$ cat src/rtl/pc_sequencer.sv
// pc_sequencer: PC register and two-cycle fetch/step sequencer feeding a registered jump-target LUT.
// Define INSTR_COUNT_EN to add the retired-instruction counter port instr_count.
module pc_sequencer #(
  parameter int D = 12
`ifdef INSTR_COUNT_EN
  ,
  parameter int CW = 16
`endif
) (
  input  logic          clk,
  input  logic          reset,
  input  logic          start,
  input  logic [D-1:0]  start_addr,
  input  logic          stall,
  input  logic          jump_taken,
  input  logic          halt_req,
  input  logic [D-1:0]  lut_target,
  output logic [D-1:0]  lut_addr,
  output logic          lut_jump,
  output logic [D-1:0]  pc,
  output logic          instr_valid,
  output logic          busy,
  output logic          done
`ifdef INSTR_COUNT_EN
  ,
  output logic [CW-1:0] instr_count
`endif
);
  typedef enum logic [1:0] {IDLE, FETCH, STEP, HALTED} state_t;
  state_t r_state, w_state;
  logic [D-1:0] r_pc, w_pc;
  always_comb begin
    w_state = r_state;
    w_pc = r_pc;
    case (r_state)
      IDLE, HALTED: if (start) begin
        w_state = FETCH;
        w_pc = start_addr;
      end
      FETCH: if (!stall) w_state = halt_req ? HALTED : STEP;
      STEP: begin
        w_state = FETCH;
        w_pc = lut_target;
      end
      default: w_state = IDLE;
    endcase
  end
  always_ff @(posedge clk or posedge reset) begin
    if (reset) begin
      r_state <= IDLE;
      r_pc <= '0;
    end else begin
      r_state <= w_state;
      r_pc <= w_pc;
    end
  end
  assign pc = r_pc;
  assign lut_addr = r_pc;
  assign lut_jump = jump_taken & (r_state == FETCH);
  assign instr_valid = r_state == FETCH;
  assign busy = (r_state == FETCH) | (r_state == STEP);
  assign done = r_state == HALTED;
`ifdef INSTR_COUNT_EN
  logic [CW-1:0] r_cnt;
  logic w_start, w_retire;
  assign w_start = start & ((r_state == IDLE) | (r_state == HALTED));
  // a HALT retires as it leaves FETCH; every other instruction retires leaving STEP
  assign w_retire = (r_state == STEP) | ((r_state == FETCH) & !stall & halt_req);
  always_ff @(posedge clk or posedge reset) begin
    if (reset) r_cnt <= '0;
    else if (w_start) r_cnt <= '0;
    else if (w_retire) r_cnt <= r_cnt + 1'b1;
  end
  assign instr_count = r_cnt;
`endif
endmodule

$ cat config.mk
export PLATFORM = sky130hd
export DESIGN_NAME = pc_sequencer
export DESIGN_NICKNAME = d
export VERILOG_FILES = /design/src/rtl/pc_sequencer.sv
export SDC_FILE = /design/constraint.sdc
export NUM_CORES = 1
export LEC_CHECK = 0
export CAP_MARGIN = 10
export CORE_MARGIN = 4
export CORE_UTILIZATION = 38
export CTS_BUF_LIST = sky130_fd_sc_hd__clkbuf_16
export CTS_CLUSTER_DIAMETER = 150
export DETAILED_ROUTE_END_ITERATION = 16
export GPL_TIMING_DRIVEN = 0
export PLACE_DENSITY = 0.88
export SYNTH_ARGS = -nofsm -noshare
export SYNTH_HDL_FRONTEND = slang
export SYNTH_SLANG_ARGS = --single-unit
$ cat constraint.sdc
create_clock -name clk -period 2.9 [get_ports clk]
set_clock_uncertainty 0.05 [all_clocks]
set_input_delay 0.435 -clock clk [delete_from_list [all_inputs] [get_ports clk]]
set_output_delay 0.435 -clock clk [all_outputs]
set_load 0.05 [all_outputs]
==> impl_metrics.env, run 1 <==
export IMPL_tightest_slew_ns=0.540
export IMPL_first_global_vias=846
export IMPL_cp_endpoint="busy"
export IMPL_drtPass1Iterations=2
export IMPL_antenna_left=0
export IMPL_drt_wirelength_per_cell_um=12.8
export IMPL_via_count=792
export IMPL_post_route_period_util_pct=83.4
export IMPL_nets=178
export IMPL_dieWidth_um=56.0
export IMPL_core_area_um2=2210
export IMPL_min_period_ns=2.42
export IMPL_cts_tree="done"
export IMPL_postCtsSetupBuffers=0
export IMPL_slew_headroom_pct=64.0
export IMPL_viasPerCell=4.63
export IMPL_end_kind="primary output"
export IMPL_tns_ns=0
export IMPL_grt_usage_pct=14.7
export IMPL_cts_buffers=3
export IMPL_fmax_mhz=413
export IMPL_grt_pass1_wl_mm=3.74
export IMPL_avgSynthCellArea_um2=10.7
export IMPL_rrSetupSlack_ns=1.23
export IMPL_hold_viol_final=0
export IMPL_clkLatencyLatePin_ns=0.23
export IMPL_cts_sinks=14
export IMPL_drt_total_wl_mm=2.18
export IMPL_die_area_um2=3140
export IMPL_fill_cells=169
export IMPL_synth_area_um2=876
export IMPL_grt_max_degree=15
export IMPL_postLayoutCoreUtil_pct=70.5
export IMPL_htreeDepth=1
export IMPL_r2r_start="r_state[0]"
export IMPL_regArea_um2=350
export IMPL_outcome="finished, final reports clean"
export IMPL_maxCapViolCount=0
export IMPL_cp_max_fo=4
export IMPL_gr_total_overflow=0
export IMPL_syn_num_nets=116
export IMPL_ys_warn_count=0
export IMPL_num_rows=17
export IMPL_clkTransAtPathRegs_ns=0.04
export IMPL_die_h_um=56.0
export IMPL_pre_cts_slack_ns=0.611
export IMPL_drc=0
export IMPL_drive_above_1_share_pct=21.0
export IMPL_cp_startpoint="r_state[0]"
export IMPL_reg2reg_to="lut_addr[10]"
export IMPL_cp_required_ns=2.41
export IMPL_synth_cells=82
export IMPL_globalplace_congestion=0.679
export IMPL_crit_arrival_ns=1.93
export IMPL_antenna_cells=0
export IMPL_ys_seq_elements=14
export IMPL_cts_buffer_depth=2
export IMPL_drt_initial_drc_count=10
export IMPL_reg2reg_depth=6
export IMPL_synth_cell_types=16
export IMPL_dp_hpwl_mm=1.84
export IMPL_numPortBuffers=57
export IMPL_worstSetupStartpointType="flip-flop"
export IMPL_hold_slack_ns=0.458
export IMPL_path_class="flip-flop to primary output"
export IMPL_cts_hold_buf=0
export IMPL_antenna_found_initial=0
export IMPL_ys_seq_area_share_pct=40.0
export IMPL_fin_ws_ns=0.481
export IMPL_initial_utilization_pct=39.6
export IMPL_io_pins=58
export IMPL_hp_class="flip-flop to flip-flop"
export IMPL_cts_root_buffer="clkbuf_16"
export IMPL_finalSetupViolCount=0
export IMPL_cts_resized_gates=0
export IMPL_rsz0062_at_grt="false"
export IMPL_area_growth_pct=78.1
export IMPL_maxSlewViolCount=0
export IMPL_multiInputGateArea_um2=379
-- flip-flops by register name, summed over array words and instances (netlist names) --
| name | count |
|---|---|
| lut_addr | 12 |
| r_state | 2 |
-- critical path: stages, from the launching register on --
cell,delay (ns)
dfrtp_1,0.40
inv_1,0.08
ha_1,0.36
inv_1,0.07
clkdlybuf4s50_1,0.79
-- cell usage after synthesis, drive strengths merged --
| cell | count | area, µm² |
|---|---|---|
| inv | 4 | 15.0 |
| nand2 | 12 | 50.1 |
| dfrtp | 14 | 350 |
| o21a | 1 | 7.51 |
| a21oi | 1 | 5.00 |
| buf | 16 | 131 |
| o21ai | 13 | 95.1 |
| mux2i | 14 | 153 |
| ha | 4 | 50.1 |
| nor2b | 2 | 12.5 |
| and2 | 1 | 6.26 |
-- kinds of logic after synthesis --
| kind of cell | share of synthesized area (%) |
|---|---|
| adders and majority gates | 5.71 |
| buffers and inverters | 16.7 |
| DFF | 40.0 |
| AOI/OAI and AO/OA | 12.3 |
| and+or+nand+nor | 7.86 |
| muxes | 17.4 |
-- placed cells by master (no fill, tap or decap) --
cell             Yosys  routed
clkdlybuf4s50_1      0      57
dfrtp_1             14      14
buf_4               13      13
mux2i_1             13      13
nand2_1             10      10
o21ai_2              8       8
inv_1                4       4
o21ai_1              4       4
ha_1                 4       4
buf_6                3       3
clkbuf_16            0       3
nand2_2              2       2
nor2b_1              2       2
mux2i_4              1       1
and2_1               1       1
a21oi_1              1       1
o21ai_0              1       1
o21a_1               1       1
clkinv_1             0       1
-- area by class of cell --
cell class / instances / area share (%)
flip-flops and latches: 14 / 22.5
repair buffers: 57 / 36.6
multi-input cells: 48 / 24.3
inverters: 4 / 0.962
plain buffers: 16 / 8.42
clock buffers: 3 / 4.81
clock inverters: 1 / 0.241
well taps: 28 / 2.25
-- how the worst min path moves through the flow --
stage	start	to	slack (ns)	depth (start not counted)
3_5_place_dp	lut_addr[9]	lut_addr[9]	0.45	2
4_1_cts	lut_addr[9]	lut_addr[9]	0.46	2
5_1_grt	lut_addr[9]	lut_addr[9]	0.50	2
6_report	lut_addr[9]	lut_addr[9]	0.46	2
2_1_floorplan	reset	lut_addr[0]	0.27	1
3_3_place_gp	lut_addr[6]	lut_addr[6]	0.44	2
-- per-layer routing --
metal / routed length, µm / vias up / share of wire, % / global-route usage [%]
met5: 0 / - / 0 / 0
met4: 15 / 0 / 0.69 / 4.75
met3: 171 / 2 / 7.8 / 4.64
met2: 1180 / 35 / 54 / 26.7
met1: 813 / 369 / 37 / 15.9
li1: - / 386 / - / -
-- stage by stage --
step	std cells	area (µm²)
final	171	1560
after global routing	171	1560
after floorplan	82	876
after detailed placement	167	1480
after global placement	167	1480
after CTS	171	1560
Power of run 1 is not shown: default switching activity piles up to over one toggle a cycle in this logic, so the estimate is an artifact.
==> run 2: changes to the inputs <==
--- a/config.mk
+++ b/config.mk
@@ -7,12 +7,12 @@
 export LEC_CHECK = 0
 export CAP_MARGIN = 10
 export CORE_MARGIN = 4
-export CORE_UTILIZATION = 38
+export CORE_UTILIZATION = 35
 export CTS_BUF_LIST = sky130_fd_sc_hd__clkbuf_16
 export CTS_CLUSTER_DIAMETER = 150
 export DETAILED_ROUTE_END_ITERATION = 16
 export GPL_TIMING_DRIVEN = 0
-export PLACE_DENSITY = 0.88
+export PLACE_DENSITY = 0.83
 export SYNTH_ARGS = -nofsm -noshare
 export SYNTH_HDL_FRONTEND = slang
 export SYNTH_SLANG_ARGS = --single-unit
==> constraint.sdc (replaced) <==
create_clock -name clk -period 2.5 [get_ports clk]
set_clock_uncertainty 0.05 [all_clocks]
set_input_delay 0.375 -clock clk [delete_from_list [all_inputs] [get_ports clk]]
set_output_delay 0.375 -clock clk [all_outputs]
set_load 0.05 [all_outputs]
==> run 2 against run 1 <==
Non-clock buffer count unchanged; hold slack got worse by 0.022 ns; routed wire length increased by 4.8%; critical path type unchanged; core utilization fell by 2.6 points.
==> impl_metrics.env, run 2 (synthesis gave the netlist of run 1 again) <==
export IMPL_numPortBuffers=57
export IMPL_final_common_cell="clkdlybuf4s50_1"
export IMPL_drt_wirelength_per_cell_um=13.4
export IMPL_postCtsSetupBuffers=0
export IMPL_end_kind="primary output"
export IMPL_initial_utilization_pct=38.1
export IMPL_worstSetupStartpointType="flip-flop"
export IMPL_maxCapViolCount=0
export IMPL_path_buf_inv=3
export IMPL_mostFrequentLayoutCells="57 x clkdlybuf4s50_1, 14 x dfrtp_1, 13 x buf_4, 13 x mux2i_1, 10 x nand2_1"
export IMPL_crit_arrival_ns=1.96
export IMPL_grt_pass1_wl_mm=3.51
export IMPL_tightest_slew_ns=0.533
export IMPL_htreeDepth=1
export IMPL_cts_root_buffer="clkbuf_16"
export IMPL_rsz0062_at_grt="false"
export IMPL_drt_initial_drc_count=5
export IMPL_hold_slack_ns=0.436
export IMPL_fill_cells=176
export IMPL_finalSetupViolCount=0
export IMPL_viasPerCell=4.58
export IMPL_cts_buffer_depth=2
export IMPL_io_pins=58
export IMPL_first_global_vias=773
export IMPL_cts_resized_gates=0
export IMPL_hold_viol_final=0
export IMPL_critPathMostFrequentCell="inv_1"
export IMPL_dpl_cell_area_um2=1480
export IMPL_crit_slowest_cell="clkdlybuf4s50_1"
export IMPL_core_area_um2=2300
export IMPL_outcome="finished, final reports clean"
export IMPL_drc=0
export IMPL_cts_hold_buf=0
export IMPL_cp_max_fo=4
export IMPL_max_stage_delay_ns=0.79
export IMPL_cts_sinks=14
export IMPL_slew_headroom_pct=64.4
export IMPL_path_class="flip-flop to primary output"
export IMPL_crit_chain="inv_1, ha_1, inv_1, clkdlybuf4s50_1"
export IMPL_cts_buffers=3
export IMPL_post_route_period_util_pct=95.3
export IMPL_dp_hpwl_mm=1.87
export IMPL_hp_class="input port to asynchronous set/reset pin"
export IMPL_clkLatencyLatePin_ns=0.24
export IMPL_num_rows=17
export IMPL_crit_family="buffers and inverters"
export IMPL_cp_required_ns=2.08
export IMPL_antenna_cells=0
export IMPL_maxSlewViolCount=0
export IMPL_postLayoutCoreUtil_pct=67.9
export IMPL_clkTransAtPathRegs_ns=0.05
export IMPL_nets=178
export IMPL_design_area_um2=1560
export IMPL_gr_total_overflow=0
export IMPL_grt_usage_pct=13.8
export IMPL_regArea_um2=350
export IMPL_multiInputGateArea_um2=379
export IMPL_dieWidth_um=58.0
export IMPL_antenna_left=0
export IMPL_die_area_um2=3370
export IMPL_drtPass1Iterations=4
export IMPL_area_growth_pct=78.1
export IMPL_die_h_um=58.0
export IMPL_largest_reg_flops=12
export IMPL_drive_above_1_share_pct=21.0
export IMPL_globalplace_congestion=0.829
export IMPL_cts_tree="done"
export IMPL_fmax_mhz=420
export IMPL_via_count=784
export IMPL_min_period_ns=2.38
export IMPL_antenna_found_initial=0
export IMPL_grt_max_degree=15
export IMPL_drt_total_wl_mm=2.29
export IMPL_tns_ns=0
## run 2: final timing paths
kind | startpoint | end | slack (ns) | depth (start not counted)
max | r_state[0] | busy | 0.12 | 4
min | reset | lut_addr[2] | 0.44 | 2
max reg2reg | r_state[0] | lut_addr[0] | 0.80 | 6
min reg2reg | lut_addr[3] | lut_addr[3] | 0.46 | 2
max in group asynchronous | reset | r_state[0] | 1.61 | 2
min in group clk | lut_addr[3] | lut_addr[3] | 0.46 | 2
## run 2: worst register-to-register path: stages (launching register included)
cell     delay (ns)
dfrtp_1        0.40
inv_1          0.09
ha_1           0.36
mux2i_4        0.35
buf_6          0.23
nand2_2        0.06
o21ai_1        0.07
## run 2: layout make-up
| cell class | instances | share of cell area [%] |
|---|---|---|
| plain buffers | 16 | 8.42 |
| clock buffers | 3 | 4.81 |
| clock inverters | 1 | 0.241 |
| inverters | 4 | 0.962 |
| multi-input cells | 48 | 24.3 |
| flip-flops and latches | 14 | 22.5 |
| well taps | 28 | 2.25 |
| repair buffers | 57 | 36.6 |
## run 2: layer usage
layer  routed length (µm)  part of all wire [%]  global-route usage [%]
met1                  825                    36                    14.3
met3                  234                    10                    4.45
met2                 1220                    53                    26.0
met4                    7                  0.31                    3.97
met5                    0                     0                       0
## run 2: through the flow
step                std cells  setup WS [ns]
floorplan                  82          0.964
global placement          167          0.346
detailed placement        167          0.340
CTS                       171          0.105
global route              171         0.0455
finish                    171          0.118
Power of run 2 is left out for the same reason.
